<file path="config.mk">
export PLATFORM = sky130hd
export DESIGN_NAME = ps2_key_decoder
export DESIGN_NICKNAME = d
export VERILOG_FILES = /design/src/rtl/ps2_key_decoder_pkg.sv /design/src/rtl/ps2_key_decoder_key_fifo.sv /design/src/rtl/ps2_key_decoder.sv
export SDC_FILE = /design/constraint.sdc
export NUM_CORES = 1
export LEC_CHECK = 0
export CORE_MARGIN = 8
export CORE_UTILIZATION = 60
export CTS_BUF_LIST = sky130_fd_sc_hd__clkbuf_8
export DETAILED_ROUTE_END_ITERATION = 8
export PLACE_DENSITY = 0.79
export SLEW_MARGIN = 20
export SYNTH_ARGS = -nofsm -noshare
export SYNTH_HDL_FRONTEND = slang
export SYNTH_SLANG_ARGS = --single-unit
export TNS_END_PERCENT = 50
</file>
<file path="constraint.sdc">
create_clock -name clk -period 8.5 [get_ports clk]
set_clock_uncertainty 0.1 [all_clocks]
set_input_delay 1.7 -clock clk [delete_from_list [all_inputs] [get_ports clk]]
set_output_delay 1.7 -clock clk [all_outputs]
set_load 0.03 [all_outputs]
</file>
<file path="src/rtl/ps2_key_decoder_pkg.sv">
// rtl/ps2_key_decoder_pkg.sv - PS/2 set-2 scan-code constants, prefix states and ASCII translation
package ps2_key_decoder_pkg;

  localparam logic [7:0] SC_BREAK  = 8'hF0;
  localparam logic [7:0] SC_EXT    = 8'hE0;
  localparam logic [7:0] SC_LSHIFT = 8'h12;
  localparam logic [7:0] SC_RSHIFT = 8'h59;
  localparam logic [7:0] SC_CTRL   = 8'h14;
  localparam logic [7:0] SC_CAPS   = 8'h58;
  localparam logic [7:0] SC_BAT_OK = 8'hAA;
  localparam logic [7:0] SC_ACK    = 8'hFA;
  localparam logic [7:0] SC_ECHO   = 8'hEE;
  localparam logic [7:0] SC_RESEND = 8'hFE;

  localparam logic [7:0] ASC_UP    = 8'h11;
  localparam logic [7:0] ASC_LEFT  = 8'h12;
  localparam logic [7:0] ASC_DOWN  = 8'h13;
  localparam logic [7:0] ASC_RIGHT = 8'h14;
  localparam logic [7:0] ASC_ESC   = 8'h1B;
  localparam logic [7:0] ASC_CR    = 8'h0D;
  localparam logic [7:0] ASC_BS    = 8'h08;
  localparam logic [7:0] ASC_TAB   = 8'h09;
  localparam logic [7:0] ASC_SPACE = 8'h20;

  typedef enum logic [1:0] {ST_IDLE, ST_BRK, ST_EXT, ST_EXT_BRK} prefix_state_t;

  // Lowercase letter for a letter key, 00 for anything else.
  function automatic logic [7:0] letter_of(input logic [7:0] code);
    case (code)
      8'h1C: letter_of = 8'h61;  8'h32: letter_of = 8'h62;  8'h21: letter_of = 8'h63;
      8'h23: letter_of = 8'h64;  8'h24: letter_of = 8'h65;  8'h2B: letter_of = 8'h66;
      8'h34: letter_of = 8'h67;  8'h33: letter_of = 8'h68;  8'h43: letter_of = 8'h69;
      8'h3B: letter_of = 8'h6A;  8'h42: letter_of = 8'h6B;  8'h4B: letter_of = 8'h6C;
      8'h3A: letter_of = 8'h6D;  8'h31: letter_of = 8'h6E;  8'h44: letter_of = 8'h6F;
      8'h4D: letter_of = 8'h70;  8'h15: letter_of = 8'h71;  8'h2D: letter_of = 8'h72;
      8'h1B: letter_of = 8'h73;  8'h2C: letter_of = 8'h74;  8'h3C: letter_of = 8'h75;
      8'h2A: letter_of = 8'h76;  8'h1D: letter_of = 8'h77;  8'h22: letter_of = 8'h78;
      8'h35: letter_of = 8'h79;  8'h1A: letter_of = 8'h7A;
      default: letter_of = 8'h00;
    endcase
  endfunction

  function automatic logic [7:0] translate(input logic [7:0] code, input logic ext,
                                           input logic shift, input logic caps);
    logic [7:0] letter;
    translate = 8'h00;
    letter = letter_of(code);
    if (ext) begin
      case (code)
        8'h75: translate = ASC_UP;
        8'h6B: translate = ASC_LEFT;
        8'h72: translate = ASC_DOWN;
        8'h74: translate = ASC_RIGHT;
        8'h5A: translate = ASC_CR;
        8'h4A: translate = 8'h2F;
        default: translate = 8'h00;
      endcase
    end else if (letter != 8'h00) begin
      translate = (shift ^ caps) ? letter - 8'h20 : letter;
    end else begin
      case (code)
        8'h16: translate = shift ? 8'h21 : 8'h31;
        8'h1E: translate = shift ? 8'h40 : 8'h32;
        8'h26: translate = shift ? 8'h23 : 8'h33;
        8'h25: translate = shift ? 8'h24 : 8'h34;
        8'h2E: translate = shift ? 8'h25 : 8'h35;
        8'h36: translate = shift ? 8'h5E : 8'h36;
        8'h3D: translate = shift ? 8'h26 : 8'h37;
        8'h3E: translate = shift ? 8'h2A : 8'h38;
        8'h46: translate = shift ? 8'h28 : 8'h39;
        8'h45: translate = shift ? 8'h29 : 8'h30;
        8'h0E: translate = shift ? 8'h7E : 8'h60;
        8'h4E: translate = shift ? 8'h5F : 8'h2D;
        8'h55: translate = shift ? 8'h2B : 8'h3D;
        8'h54: translate = shift ? 8'h7B : 8'h5B;
        8'h5B: translate = shift ? 8'h7D : 8'h5D;
        8'h5D: translate = shift ? 8'h7C : 8'h5C;
        8'h4C: translate = shift ? 8'h3A : 8'h3B;
        8'h52: translate = shift ? 8'h22 : 8'h27;
        8'h41: translate = shift ? 8'h3C : 8'h2C;
        8'h49: translate = shift ? 8'h3E : 8'h2E;
        8'h4A: translate = shift ? 8'h3F : 8'h2F;
        8'h76: translate = ASC_ESC;
        8'h5A: translate = ASC_CR;
        8'h29: translate = ASC_SPACE;
        8'h66: translate = ASC_BS;
        8'h0D: translate = ASC_TAB;
        default: translate = 8'h00;
      endcase
    end
  endfunction

endpackage

</file>
<file path="src/rtl/ps2_key_decoder_key_fifo.sv">
// rtl/ps2_key_decoder_key_fifo.sv - first-word-fall-through FIFO with full/empty and drop pulse
module key_fifo #(
  parameter int DEPTH = 8,
  parameter int WIDTH = 8
) (
  input  logic             clk,
  input  logic             rst,
  input  logic             push,
  input  logic [WIDTH-1:0] din,
  input  logic             pop,
  output logic [WIDTH-1:0] dout,
  output logic             full,
  output logic             empty,
  output logic             overflow
);
  localparam int AW = $clog2(DEPTH);

  logic [WIDTH-1:0] mem [DEPTH];
  logic [AW-1:0]    wr_ptr, rd_ptr;
  logic [AW:0]      count;
  logic             do_push, do_pop;

  assign empty   = (count == '0);
  assign full    = (count == (AW+1)'(DEPTH));
  assign do_pop  = pop && !empty;
  // A pop in the same cycle frees the slot, so a full FIFO still accepts the push.
  assign do_push = push && (!full || do_pop);
  assign dout    = empty ? '0 : mem[rd_ptr];

  always_ff @(posedge clk) begin
    if (do_push) mem[wr_ptr] <= din;
  end

  always_ff @(posedge clk or negedge rst) begin
    if (!rst) begin
      wr_ptr   <= '0;
      rd_ptr   <= '0;
      count    <= '0;
      overflow <= 1'b0;
    end else begin
      overflow <= push && !do_push;
      if (do_push) wr_ptr <= wr_ptr + 1'b1;
      if (do_pop)  rd_ptr <= rd_ptr + 1'b1;
      case ({do_push, do_pop})
        2'b10:   count <= count + 1'b1;
        2'b01:   count <= count - 1'b1;
        default: count <= count;
      endcase
    end
  end
endmodule

</file>
<file path="src/rtl/ps2_key_decoder.sv">
// rtl/ps2_key_decoder.sv - PS/2 set-2 decoder: prefix FSM, modifiers, held-key filter, char FIFO
module ps2_key_decoder
  import ps2_key_decoder_pkg::*;
#(
  parameter int FIFO_DEPTH = 8,
  parameter int REPEAT_EN  = 1,
  parameter int CTRL_EN    = 1
) (
  input  logic       clk,
  input  logic       rst,
  input  logic [7:0] scan_code,
  input  logic       scan_valid,
  output logic [7:0] char_ascii,
  output logic       char_rdy,
  input  logic       char_rd,
  output logic       fifo_full,
  output logic       overflow,
  output logic       shift_o,
  output logic       ctrl_o,
  output logic       caps_o
);
  prefix_state_t state;
  logic       lshift, rshift, lctrl, rctrl, caps, caps_held;
  logic       held_valid, held_ext;
  logic [7:0] held_code;
  logic       is_prefix, is_noise, ev_ext, make_ev, brk_ev, is_repeat, push, empty;
  logic [7:0] letter, ch;

  assign shift_o = lshift | rshift;
  assign ctrl_o  = lctrl | rctrl;
  assign caps_o  = caps;

  always_comb begin
    is_prefix = (scan_code == SC_BREAK) || (scan_code == SC_EXT);
    is_noise  = (scan_code == SC_BAT_OK) || (scan_code == SC_ACK) ||
                (scan_code == SC_ECHO) || (scan_code == SC_RESEND);
    ev_ext    = (state == ST_EXT) || (state == ST_EXT_BRK);
    make_ev   = scan_valid && !is_prefix &&
                ((state == ST_IDLE && !is_noise) || state == ST_EXT);
    brk_ev    = scan_valid && !is_prefix && (state == ST_BRK || state == ST_EXT_BRK);
    letter    = letter_of(scan_code);
    ch        = translate(scan_code, ev_ext, shift_o, caps);
    if (CTRL_EN != 0 && ctrl_o && !ev_ext && letter != 8'h00)
      ch = (letter - 8'h20) & 8'h1F;
    is_repeat = held_valid && (held_ext == ev_ext) && (held_code == scan_code);
    push      = make_ev && (ch != 8'h00) && (REPEAT_EN != 0 || !is_repeat);
  end

  always_ff @(posedge clk or negedge rst) begin
    if (!rst) begin
      state      <= ST_IDLE;
      lshift     <= 1'b0;
      rshift     <= 1'b0;
      lctrl      <= 1'b0;
      rctrl      <= 1'b0;
      caps       <= 1'b0;
      caps_held  <= 1'b0;
      held_valid <= 1'b0;
      held_ext   <= 1'b0;
      held_code  <= 8'h00;
    end else if (scan_valid) begin
      if (scan_code == SC_EXT)
        state <= ST_EXT;
      else if (scan_code == SC_BREAK)
        state <= ev_ext ? ST_EXT_BRK : ST_BRK;
      else
        state <= ST_IDLE;

      if (make_ev) begin
        if (!ev_ext && scan_code == SC_LSHIFT) lshift <= 1'b1;
        if (!ev_ext && scan_code == SC_RSHIFT) rshift <= 1'b1;
        if (!ev_ext && scan_code == SC_CTRL)   lctrl  <= 1'b1;
        if (ev_ext  && scan_code == SC_CTRL)   rctrl  <= 1'b1;
        if (!ev_ext && scan_code == SC_CAPS) begin
          caps_held <= 1'b1;
          if (!caps_held) caps <= !caps;
        end
        // Any non-repeat make replaces the held key; only a pushed one arms the filter.
        if (!is_repeat) begin
          held_valid <= push;
          held_ext   <= ev_ext;
          held_code  <= scan_code;
        end
      end

      if (brk_ev) begin
        if (!ev_ext && scan_code == SC_LSHIFT) lshift    <= 1'b0;
        if (!ev_ext && scan_code == SC_RSHIFT) rshift    <= 1'b0;
        if (!ev_ext && scan_code == SC_CTRL)   lctrl     <= 1'b0;
        if (ev_ext  && scan_code == SC_CTRL)   rctrl     <= 1'b0;
        if (!ev_ext && scan_code == SC_CAPS)   caps_held <= 1'b0;
        if (is_repeat) held_valid <= 1'b0;
      end
    end
  end

  key_fifo #(.DEPTH(FIFO_DEPTH), .WIDTH(8)) u_fifo (
    .clk      (clk),
    .rst      (rst),
    .push     (push),
    .din      (ch),
    .pop      (char_rd),
    .dout     (char_ascii),
    .full     (fifo_full),
    .empty    (empty),
    .overflow (overflow)
  );

  assign char_rdy = !empty;
endmodule

</file>
==> results.md, run 1 <==
## Outcome
- run status: finished clean

## Die
- die height: 111 µm
- CORE AREA: 8760 µm²
- floorplan die width: 111 µm
- total I/O pin count: 26
- die area: 12400 µm²
- initial core utilization: 62.2%
- site row count: 34

## Clock network
- hold_buf cts: 0
- clock tree from TritonCTS: done
- CTS Buf Count: 9
- Clock Tree Root: clkbuf_8
- Clock transition at path regs: 0.08 ns
- worst-skew pair later-pin latency: 0.35 ns
- post-cts sizing count: 0
- count of clock tree sinks: 83
- buffers from clock root to sink, at most: 2
- Post-CTS Repair Setup Buffers: 0
- deepest level of the CTS H-tree: 3

## Final layout
- fill cell count: 652
- ANT cells: 0
- multi-input logic area: 2740 µm²
- area added between synthesis and finish: 8.61%
- final design instance area without fill: 5920 µm²
- register area: 2400 µm²
- share of layout cells above drive strength 1: 14.1%
- net count of the finished layout: 538

## Route
- DRC violation total after the first TritonRoute iteration: 341
- detailed-router iteration count before antenna repair: 6
- met3 layer wire length in the routed design: 747 µm
- routed wirelength normalized by instance count: 22.6 µm
- number of vias per cell: 6.78
- Remaining DRCs: 0
- met2 layer wire length in the routed design: 7.19 mm
- wire length the detailed router placed on met1: 5.76 mm
- Final ANT Viol Nets: 0
- overall via count from detail_route: 4236
- detailed-route wire length: 14.2 mm
- top sig layer: met4

## STA
- hold violation count in the final report: 0
- max-slew violation total from the final report: 0
- final clock period utilization by the worst path: 79.9%
- number of failing setup endpoints in the final timing report: 0
- tightest slew margin relative to the limit: 36.3%
- RSZ-0062 raised after global routing: no
- final setup TNS: 0 ns
- Worst-Margin Slew: 0.952 ns
- Min Clock Period, post-route: 6.80 ns
- highest attainable clock frequency: 147 MHz

## Yosys
- Synthesized Nets: 523
- top cell type's share of synthesized area: 35.3%
- leading post-synthesis cells by cell area: edfxtp_1 (35%), dfrtp_1 (8.7%), mux4_2 (6.6%), ha_1 (3.0%), nor2_1 (2.8%)
- Post-Synthesis Cells: 497
- fraction of registers with async set or reset after synthesis: 22.9%
- portion of netlist area occupied by mux cells: 10.3%
- synthesized area divided by synthesized cell count: 11.0 µm²
- Simple-Gate Fraction of Synth Area: 18.8%
- number of flip-flops and latches in the synthesized netlist: 83
- fraction of synthesized cell area in xor and xnor cells: 1.45%
- Cell Area, Synth: 5450 µm²
- total number of yosys warnings: 0
- number of enable flip-flop cells after synthesis: 64
- share of the synthesized area in compound gates (AO/OA/AOI/OAI): 16.4%
- part of the Yosys area used for sequential elements: 44.0%
- main combinational cell family by area after synthesis: simple AND/OR/NAND/NOR gates
- distinct cell type count of the synthesized netlist: 88
- Top FF cell, synth: edfxtp_1
- Synth Area in Adders: 3.35%
- most area-hungry cell type in the Yosys netlist: edfxtp_1

## Worst setup path
- CP Data Required Time: 8.62 ns
- Worst Setup Start Kind: primary input
- largest driver fanout on the critical path: 20
- CP Class: primary input to flip-flop
- signal arrival time at the worst endpoint: 6.92 ns
- Crit. End Element: flip-flop

## Placed design
- RD Place Congestion: 0.988
- cell area reported after detailed placement: 5710 µm²
- number of buffer cells added on primary ports: 25
- half-perimeter wire length of the detailed placement result: 10.1 mm

## Pwr
- leakage: 2.11 nW
- peak supply drop: 0.126 mV
- power density over cell area: 239 nW/µm²

## Global routing
- number of antenna violations at the first check in global routing: 0
- maximum number of pins on one net before global-route repair: 36
- total global-route track usage: 22.6%
- wire length of the first global-routing pass: 22.7 mm
- global route overflow: 0
- number of global-route vias before repair: 4230

## Job
- number of maximum-capacitance violations: 0

## Min path
- class of the tightest hold or removal check: flip-flop to flip-flop

## path summary, 6_finish.rpt
path | start | to | slack, ns | depth (start not counted)
max in group asynchronous | rst | u_fifo.rd_ptr[0]$_DFFE_PN0P_ | 6.00 | 1
setup reg to reg | rshift$_DFFE_PN0P_ | u_fifo.count[3]$_DFFE_PN0P_ | 3.70 | 17
hold reg to reg | rctrl$_DFFE_PN0P_ | rctrl$_DFFE_PN0P_ | 0.39 | 2
min in group asynchronous | rst | u_fifo.overflow$_DFF_PN0_ | 1.73 | 1
hold / removal | rctrl$_DFFE_PN0P_ | rctrl$_DFFE_PN0P_ | 0.39 | 2
setup / recovery | scan_code[1] | u_fifo.count[3]$_DFFE_PN0P_ | 1.70 | 19
## flip-flops by register name, summed over array words and instances (netlist names), 2 cells and up
signal         count
u_fifo.rd_ptr      3
u_fifo.count       4
u_fifo.wr_ptr      3
state              2
u_fifo.mem        64
## stage by stage
stage / utilization [%] / instances / hold WS [ns] / setup WS [ns] / total power, mW
after floorplan: - / 497 / 0.349 / 2.74 / 0.962
after global placement: 65.2 / 609 / 0.367 / 1.60 / 1.11
after detailed placement: 65.2 / 609 / 0.380 / 1.44 / 1.14
after CTS: 67.5 / 625 / 0.401 / 1.79 / 1.43
after global routing: 67.5 / 625 / 0.437 / 1.43 / 1.49
final: 67.5 / 625 / 0.393 / 1.70 / 1.42
## metal layers
layer / GRT usage [%] / vias to the layer above
met1: 27.8 / 2069
li1: - / 1937
met2: 38.8 / 193
met5: 0 / -
met3: 2.98 / 37
met4: 9.78 / 0
## worst max-delay path, stage by stage
cell             delay (ns)
clkdlybuf4s50_1        0.68
inv_1                  0.18
ha_1                   0.47
mux2_2                 0.39
o221ai_1               0.18
a221oi_1               0.11
or4b_4                 0.52
or3_1                  0.49
a31oi_1                0.21
o2111ai_2              0.22
o31ai_4                0.42
nand2_1                0.14
inv_1                  0.10
ha_1                   0.23
a21o_1                 0.16
a21oi_1                0.26
or2_2                  0.16
mux2i_1                0.06
o211a_1                0.22
## kinds of logic after synthesis
group	after synthesis
AOI/OAI and AO/OA	116
xor gates and xnor gates	9
muxes	35
buffers and inverters	57
and+or+nand+nor	183
adders and majority gates	14
DFF	83
## area by class of cell
| class | instances | share of cell area [%] |
|---|---|---|
| Timing Repair Buffer | 40 | 6.13 |
| Clock inverter | 7 | 1.29 |
| Sequential cell | 83 | 40.5 |
| Clock buffer | 9 | 2.09 |
| Multi-Input combinational cell | 357 | 46.3 |
| Tap cell | 108 | 2.28 |
| Inverter | 21 | 1.33 |
## where the power goes
group | internal [mW] | switching [mW] | total (mW) | leakage, nW
combinational | 0.256 | 0.282 | 0.538 | 1.18
clock | 0.138 | 0.147 | 0.285 | 0.0952
sequential | 0.503 | 0.0910 | 0.594 | 0.831
## synthesized netlist by cell type (7+ instances only)
cell	number
clkbuf_1	12
mux2i_1	14
nand2_1	35
dfrtp_1	19
edfxtp_1	64
inv_1	20
nand3_1	13
nand2b_1	12
nor2b_1	7
a211oi_1	9
mux4_2	16
nor4b_1	7
xnor2_1	8
nor2_1	40
a21oi_1	15
o21ai_0	26
nor3_1	15
a31oi_1	7
ha_1	13
buf_6	10
## cell usage in the layout, fill, tap and decap left out, types with 4 or more instances in the layout
master           instances
or3_1                    4
o22ai_1                  6
nand4b_1                 4
nand3_1                 13
nand4_1                  4
and3_1                   5
xnor2_1                  8
ha_1                    13
a211oi_1                 9
a21oi_1                 15
mux4_2                  16
nor4_1                   6
nand2b_1                12
nand3b_1                 5
o31ai_1                  4
nor3_1                  15
mux2i_1                 14
dfrtp_1                 18
nor2b_1                  7
o21ai_0                 26
nand2_1                 35
edfxtp_1                64
nor4b_1                  7
inv_1                   21
nor2_1                  40
nor3b_1                  4
a31oi_1                  7
clkbuf_8                 9
clkdlybuf4s50_1         25
buf_4                   15
(Power assumes the default switching activity.)
==> inputs of run 2 (changes only) <==
--- a/config.mk
+++ b/config.mk
@@ -6,7 +6,7 @@
 export NUM_CORES = 1
 export LEC_CHECK = 0
 export CORE_MARGIN = 8
-export CORE_UTILIZATION = 60
+export CORE_UTILIZATION = 57
 export CTS_BUF_LIST = sky130_fd_sc_hd__clkbuf_8
 export DETAILED_ROUTE_END_ITERATION = 8
 export PLACE_DENSITY = 0.79
==> constraint.sdc (replaced) <==
create_clock -name clk -period 5.55 [get_ports clk]
set_clock_uncertainty 0.1 [all_clocks]
set_input_delay 1.11 -clock clk [delete_from_list [all_inputs] [get_ports clk]]
set_output_delay 1.11 -clock clk [all_outputs]
set_load 0.03 [all_outputs]
==> run 2 against run 1 <==
  * Clock-buffer cell count did not move
  * Wire length up 3.3%
  * First-iteration DRC count up 19%
  * Combinational power up 62%
  * Sequential share of layout area shrank 3.8 points
  * Power up 52%
  * Sequential power is 53% higher
  * Via count is 6.8% higher
  * Clock power up 28%
  * Largest cell class unchanged
  * Sequential cell count did not move
  * Global-route usage rose by 0.72 points
  * Register-to-register slack lost 2.1 ns
==> results.md, run 2 (synthesis results as in run 1) <==
## Min path
- class of the tightest hold or removal check: flip-flop to flip-flop

## STA
- RSZ-0062 raised after global routing: no
- max-slew violation total from the final report: 0
- final setup TNS: 0 ns
- hold violation count in the final report: 0
- highest attainable clock frequency: 188 MHz
- number of failing setup endpoints in the final timing report: 0
- Min Clock Period, post-route: 5.31 ns
- tightest slew margin relative to the limit: 41.1%
- Worst-Margin Slew: 0.875 ns
- final clock period utilization by the worst path: 95.7%

## Route
- Final ANT Viol Nets: 0
- detailed-router iteration count before antenna repair: 5
- overall via count from detail_route: 4525
- number of vias per cell: 6.31
- Remaining DRCs: 0
- routed wirelength normalized by instance count: 20.4 µm
- DRC violation total after the first TritonRoute iteration: 405
- detailed-route wire length: 14.6 mm

## Placed design
- half-perimeter wire length of the detailed placement result: 11.2 mm
- number of buffer cells added on primary ports: 25
- RD Place Congestion: 0.990

## Pwr
- Logic pwr share: 40.7%
- switching part of the total: 36.3%
- leakage: 2.47 nW
- peak supply drop: 0.244 mV
- clock network power share: 17.0%
- post-layout total power: 2.15 mW
- net switching power of the design: 0.781 mW
- power density over cell area: 329 nW/µm²
- Power Internal: 1.37 mW
- share of total power in sequential cells: 42.3%

## Final layout
- ANT cells: 0
- register with the most flip-flops: u_fifo.mem
- area added between synthesis and finish: 19.8%
- share of layout cells above drive strength 1: 24.5%
- number of flip-flops in the largest register: 64
- most common library cell in the layout ignoring fill and taps: buf_4
- registers with the most flip-flops: u_fifo.mem (64), u_fifo.count (4)
- net count of the finished layout: 609
- most used cells in the layout excluding fill and tap cells: buf_4 (80), edfxtp_1 (64), nor2_1 (40), nand2_1 (35), o21ai_0 (26)

## Clock network
- post-cts sizing count: 0
- count of clock tree sinks: 83
- hold_buf cts: 0
- Post-CTS Repair Setup Buffers: 0
- worst-skew pair later-pin latency: 0.34 ns
- Clock transition at path regs: 0.08 ns
- buffers from clock root to sink, at most: 2
- Clock Tree Root: clkbuf_8
- CTS Buf Count: 9
- clock tree from TritonCTS: done
- deepest level of the CTS H-tree: 3

## Worst setup path
- Worst Setup Start Kind: primary input
- most common cell type on the critical path: buf_4
- largest driver fanout on the critical path: 10
- cells traversed along the worst timing path: clkdlybuf4s50_1 > inv_1 > ha_1 > buf_12 > nand3b_1 > o31ai_1 > a2111o_1 > buf_4 > nor4_1 > buf_4 > nor4_2 > a211oi_1 > buf_4 > a31oi_4 > o31ai_4 > nand2_1 > inv_1 > ha_1 > a21o_1 > a21oi_2 > or2_2 > mux2i_1 > o211a_1
- Largest delay share family, worst path: compound AO/OA/AOI/OAI gates
- register-to-register setup slack: 1.61 ns
- slowest cell delay on critical path: 0.51 ns
- CP Class: primary input to flip-flop
- CP Data Required Time: 5.68 ns
- signal arrival time at the worst endpoint: 5.45 ns
- number of buffer and inverter instances along the worst setup path: 7
- Crit. End Element: flip-flop
- slowest stage cell on the critical path: clkdlybuf4s50_1

## Global routing
- global route overflow: 0
- number of global-route vias before repair: 4490
- number of antenna violations at the first check in global routing: 0
- wire length of the first global-routing pass: 23.6 mm
- total global-route track usage: 23.3%
- maximum number of pins on one net before global-route repair: 34

## Die
- total I/O pin count: 26
- site row count: 35
- die height: 114 µm
- floorplan die width: 114 µm
- CORE AREA: 9240 µm²
- die area: 12900 µm²
- initial core utilization: 58.9%

## Job
- number of maximum-capacitance violations: 0

## Outcome
- run status: finished clean

==> run 2: cell count changes in the layout (fill, tap and decap cells not counted) <==
cell        before  now
clkinv_1         1    2
clkinv_2         0    1
a21oi_2          0    1
buf_4           15   80
bufinv_16        1    0
clkinvlp_4       3    2
buf_12           0    6
clkinv_4         0    1
inv_8            1    0
a21oi_1         15   14
==> run 2: power groups by stage <==
stage	sequential (mW)	combinational, mW	clock (mW)
2_1_floorplan	0.821	0.652	0
3_3_place_gp	0.912	0.842	0
3_5_place_dp	0.924	0.875	0
4_1_cts	0.910	0.876	0.376
5_1_grt	0.927	0.941	0.400
6_report	0.909	0.874	0.366
==> run 2: layer usage <==
metal / track usage [%] / up-vias / routed length, µm
met5: 0 / - / 0
met4: 11.9 / 0 / 522
met3: 3.96 / 43 / 912
met2: 39.6 / 208 / 7440
met1: 27.9 / 2192 / 5750
li1: - / 2082 / -
==> run 2: stage by stage <==
step                      instances  worst slack, ns  cell area (µm²)  util [%]  hold slack, ns
after detailed placement        701           -0.185             6350      68.7           0.406
after floorplan                 497            0.377             5450         -           0.349
after global routing            717           0.0298             6520      70.6           0.445
after global placement          701          0.00676             6350      68.7           0.366
after CTS                       717            0.173             6520      70.5           0.426
final                           717            0.237             6520      70.6           0.425
==> run 2: layout make-up <==
type / count / area [µm²]
Fill cell: 700 / 2720
Sequential cell: 83 / 2400
Inverter: 21 / 78.8
Multi-Input combinational cell: 357 / 2740
Clock inverter: 7 / 45.0
Tap cell: 129 / 161
Timing Repair Buffer: 111 / 971
Clock buffer: 9 / 124
==> run 2: worst register-to-register path, stage by stage (launching register included) <==
cell and delay [ns]:
dfrtp_1 0.42, nor2_1 0.10, buf_4 0.21, nor3_1 0.08, a211oi_1 0.36, o2111ai_1 0.21
o31a_1 0.35, o31ai_1 0.30, o2111ai_2 0.21, o31ai_4 0.30, nand2_1 0.10, inv_1 0.10
ha_1 0.22, a21o_1 0.17, a21oi_2 0.19, or2_2 0.14, mux2i_1 0.06, o211a_1 0.20
==> run 2: worst paths after layout <==
kind                                        from                      endpoint  cells after the start
setup / recovery                    scan_code[0]   u_fifo.count[3]$_DFFE_PN0P_                     23
hold / removal             caps_held$_DFFE_PN0P_         caps_held$_DFFE_PN0P_                      1
setup reg to reg              lshift$_DFFE_PN0P_   u_fifo.count[3]$_DFFE_PN0P_                     17
max in group asynchronous                    rst  u_fifo.rd_ptr[0]$_DFFE_PN0P_                      1
hold reg to reg            caps_held$_DFFE_PN0P_         caps_held$_DFFE_PN0P_                      1
min in group asynchronous                    rst            rshift$_DFFE_PN0P_                      1
==> inputs of run 3 (changes only) <==
--- a/config.mk
+++ b/config.mk
@@ -5,7 +5,6 @@
 export SDC_FILE = /design/constraint.sdc
 export NUM_CORES = 1
 export LEC_CHECK = 0
-export CORE_MARGIN = 8
 export CORE_UTILIZATION = 57
 export CTS_BUF_LIST = sky130_fd_sc_hd__clkbuf_8
 export DETAILED_ROUTE_END_ITERATION = 8
==> run 3 against run 2 <==
  * Sequential cell count did not move
  * Critical path depth decreased by 3
  * Via count rose by 2.4%
  * First-iteration DRC count is 19% lower
  * Cell count decreased by 0.14%
  * Power increased by 5.9%
  * Maximum frequency is 0.61% higher
  * Clock power rose by 27%
  * Sequential power is 0.7% higher
  * Critical endpoint unchanged
  * Sequential share of layout area decreased by 0.26 points
  * Design area grew 0.71%
==> results.md, run 3 (synthesis results as in run 1) <==
## Clock network
- count of clock tree sinks: 83
- Clock transition at path regs: 0.07 ns
- buffers from clock root to sink, at most: 2
- worst-skew pair later-pin latency: 0.35 ns
- deepest level of the CTS H-tree: 3
- clock tree from TritonCTS: done
- CTS Buf Count: 9
- Post-CTS Repair Setup Buffers: 0
- Clock Tree Root: clkbuf_8

## Die
- initial core utilization: 58.9%
- floorplan die width: 99.8 µm
- site row count: 35
- CORE AREA: 9240 µm²
- die height: 99.8 µm
- die area: 9950 µm²
- total I/O pin count: 26

## Worst setup path
- Worst Setup Start Kind: primary input
- slowest stage cell on the critical path: clkdlybuf4s50_1
- most common cell type on the critical path: inv_1
- number of buffer and inverter instances along the worst setup path: 4
- register-to-register setup slack: 1.36 ns
- signal arrival time at the worst endpoint: 5.41 ns
- Crit. End Element: flip-flop
- CP Data Required Time: 5.68 ns
- Largest delay share family, worst path: compound AO/OA/AOI/OAI gates
- largest driver fanout on the critical path: 9
- slowest cell delay on critical path: 0.51 ns
- CP Class: primary input to flip-flop
- cells traversed along the worst timing path: clkdlybuf4s50_1 > inv_1 > ha_2 > buf_4 > mux2i_2 > nor2_1 > o21ai_0 > or4b_4 > or3_4 > a31oi_1 > o2111ai_2 > o31ai_4 > nand2_1 > inv_1 > ha_1 > a21o_1 > a21oi_2 > or2_2 > mux2i_1 > o211a_1

## Pwr
- leakage: 2.48 nW
- power density over cell area: 346 nW/µm²
- peak supply drop: 0.266 mV

## Final layout
- fill cell count: 667
- fraction of the core area covered by cells at the end of the flow: 71.1%
- registers with the most flip-flops: u_fifo.mem (64), u_fifo.count (4)
- area added between synthesis and finish: 20.6%
- register area: 2400 µm²
- most used cells in the layout excluding fill and tap cells: buf_4 (82), edfxtp_1 (64), nor2_1 (40), nand2_1 (35), o21ai_0 (26)
- ANT cells: 0
- net count of the finished layout: 609
- share of layout cells above drive strength 1: 25.6%
- register with the most flip-flops: u_fifo.mem
- multi-input logic area: 2770 µm²
- number of flip-flops in the largest register: 64
- most common library cell in the layout ignoring fill and taps: buf_4
- final std cells w/o fill: 716

## STA
- number of failing setup endpoints in the final timing report: 0
- final setup TNS: 0 ns
- Min Clock Period, post-route: 5.28 ns
- max-slew violation total from the final report: 0
- tightest slew margin relative to the limit: 35.8%
- RSZ-0062 raised after global routing: no
- final clock period utilization by the worst path: 95.1%
- highest attainable clock frequency: 189 MHz
- hold violation count in the final report: 0
- Worst-Margin Slew: 0.960 ns

## Route
- Final ANT Viol Nets: 0
- number of vias per cell: 6.47
- overall via count from detail_route: 4633
- Remaining DRCs: 0
- DRC violation total after the first TritonRoute iteration: 328
- routed wirelength normalized by instance count: 21.4 µm
- detailed-router iteration count before antenna repair: 5
- detailed-route wire length: 15.4 mm

## Placed design
- RD Place Congestion: 1.06
- dpl cells: 701
- half-perimeter wire length of the detailed placement result: 11.0 mm
- number of buffer cells added on primary ports: 25

## Min path
- class of the tightest hold or removal check: flip-flop to flip-flop

## Global routing
- maximum number of pins on one net before global-route repair: 29
- wire length of the first global-routing pass: 24.0 mm
- number of global-route vias before repair: 4623
- total global-route track usage: 32.0%
- number of antenna violations at the first check in global routing: 0
- global route overflow: 0

## Job
- number of maximum-capacitance violations: 0

## Outcome
- run status: finished clean

run 3: worst min-delay path, cell delays in order (launching register included):
cell and delay (ns):
dfrtp_1 0.36, nand2_1 0.05, o21ai_0 0.06
run 3: layer usage:
metal | global-route usage [%] | share of wire (%)
met4 | 17.9 | 4.9
met3 | 4.22 | 7.0
met5 | 0 | 0
met2 | 57.9 | 52
met1 | 36.3 | 37
run 3: area by class of cell:
type                       count  area share (%)
clock buffer                   9            1.89
clock inverter                 6            1.35
inverter                      21            1.20
multi-input combinational    357            42.2
sequential                    83            36.5
tap                          129            2.46
timing repair buffer         111            14.4
run 3: final timing paths:
path                               startpoint                            to  depth (start not counted)
max                              scan_code[0]   u_fifo.count[3]$_DFFE_PN0P_                         20
min in group asynchronous                 rst            rshift$_DFFE_PN0P_                          1
min reg2reg                 rctrl$_DFFE_PN0P_             rctrl$_DFFE_PN0P_                          2
min                         rctrl$_DFFE_PN0P_             rctrl$_DFFE_PN0P_                          2
max in group asynchronous                 rst  u_fifo.rd_ptr[0]$_DFFE_PN0P_                          1
max reg2reg                rshift$_DFFE_PN0P_   u_fifo.count[3]$_DFFE_PN0P_                         16
run 3: timing repair:
action	4_1_cts	5_1_grt
endpoints found under the setup margin	0	1
hold buffers	0	0
resized for setup	0	6
run 3: power breakdown:
group          switching (mW)  internal (mW)  total [mW]
logic                   0.456          0.439       0.895
registers               0.145          0.770       0.915
clock network           0.213          0.252       0.465
run 3: per-stage QoR:
stage / instance area [µm²] / hold slack (ns) / setup WS [ns] / power (mW)
2_1_floorplan: 5450 / 0.349 / 0.377 / 1.47
4_1_cts: 6540 / 0.409 / 0.117 / 2.27
3_3_place_gp: 6330 / 0.366 / -0.0410 / 1.75
3_5_place_dp: 6330 / 0.394 / -0.203 / 1.79
5_1_grt: 6570 / 0.451 / 0.0206 / 2.37
6_report: 6570 / 0.409 / 0.270 / 2.28
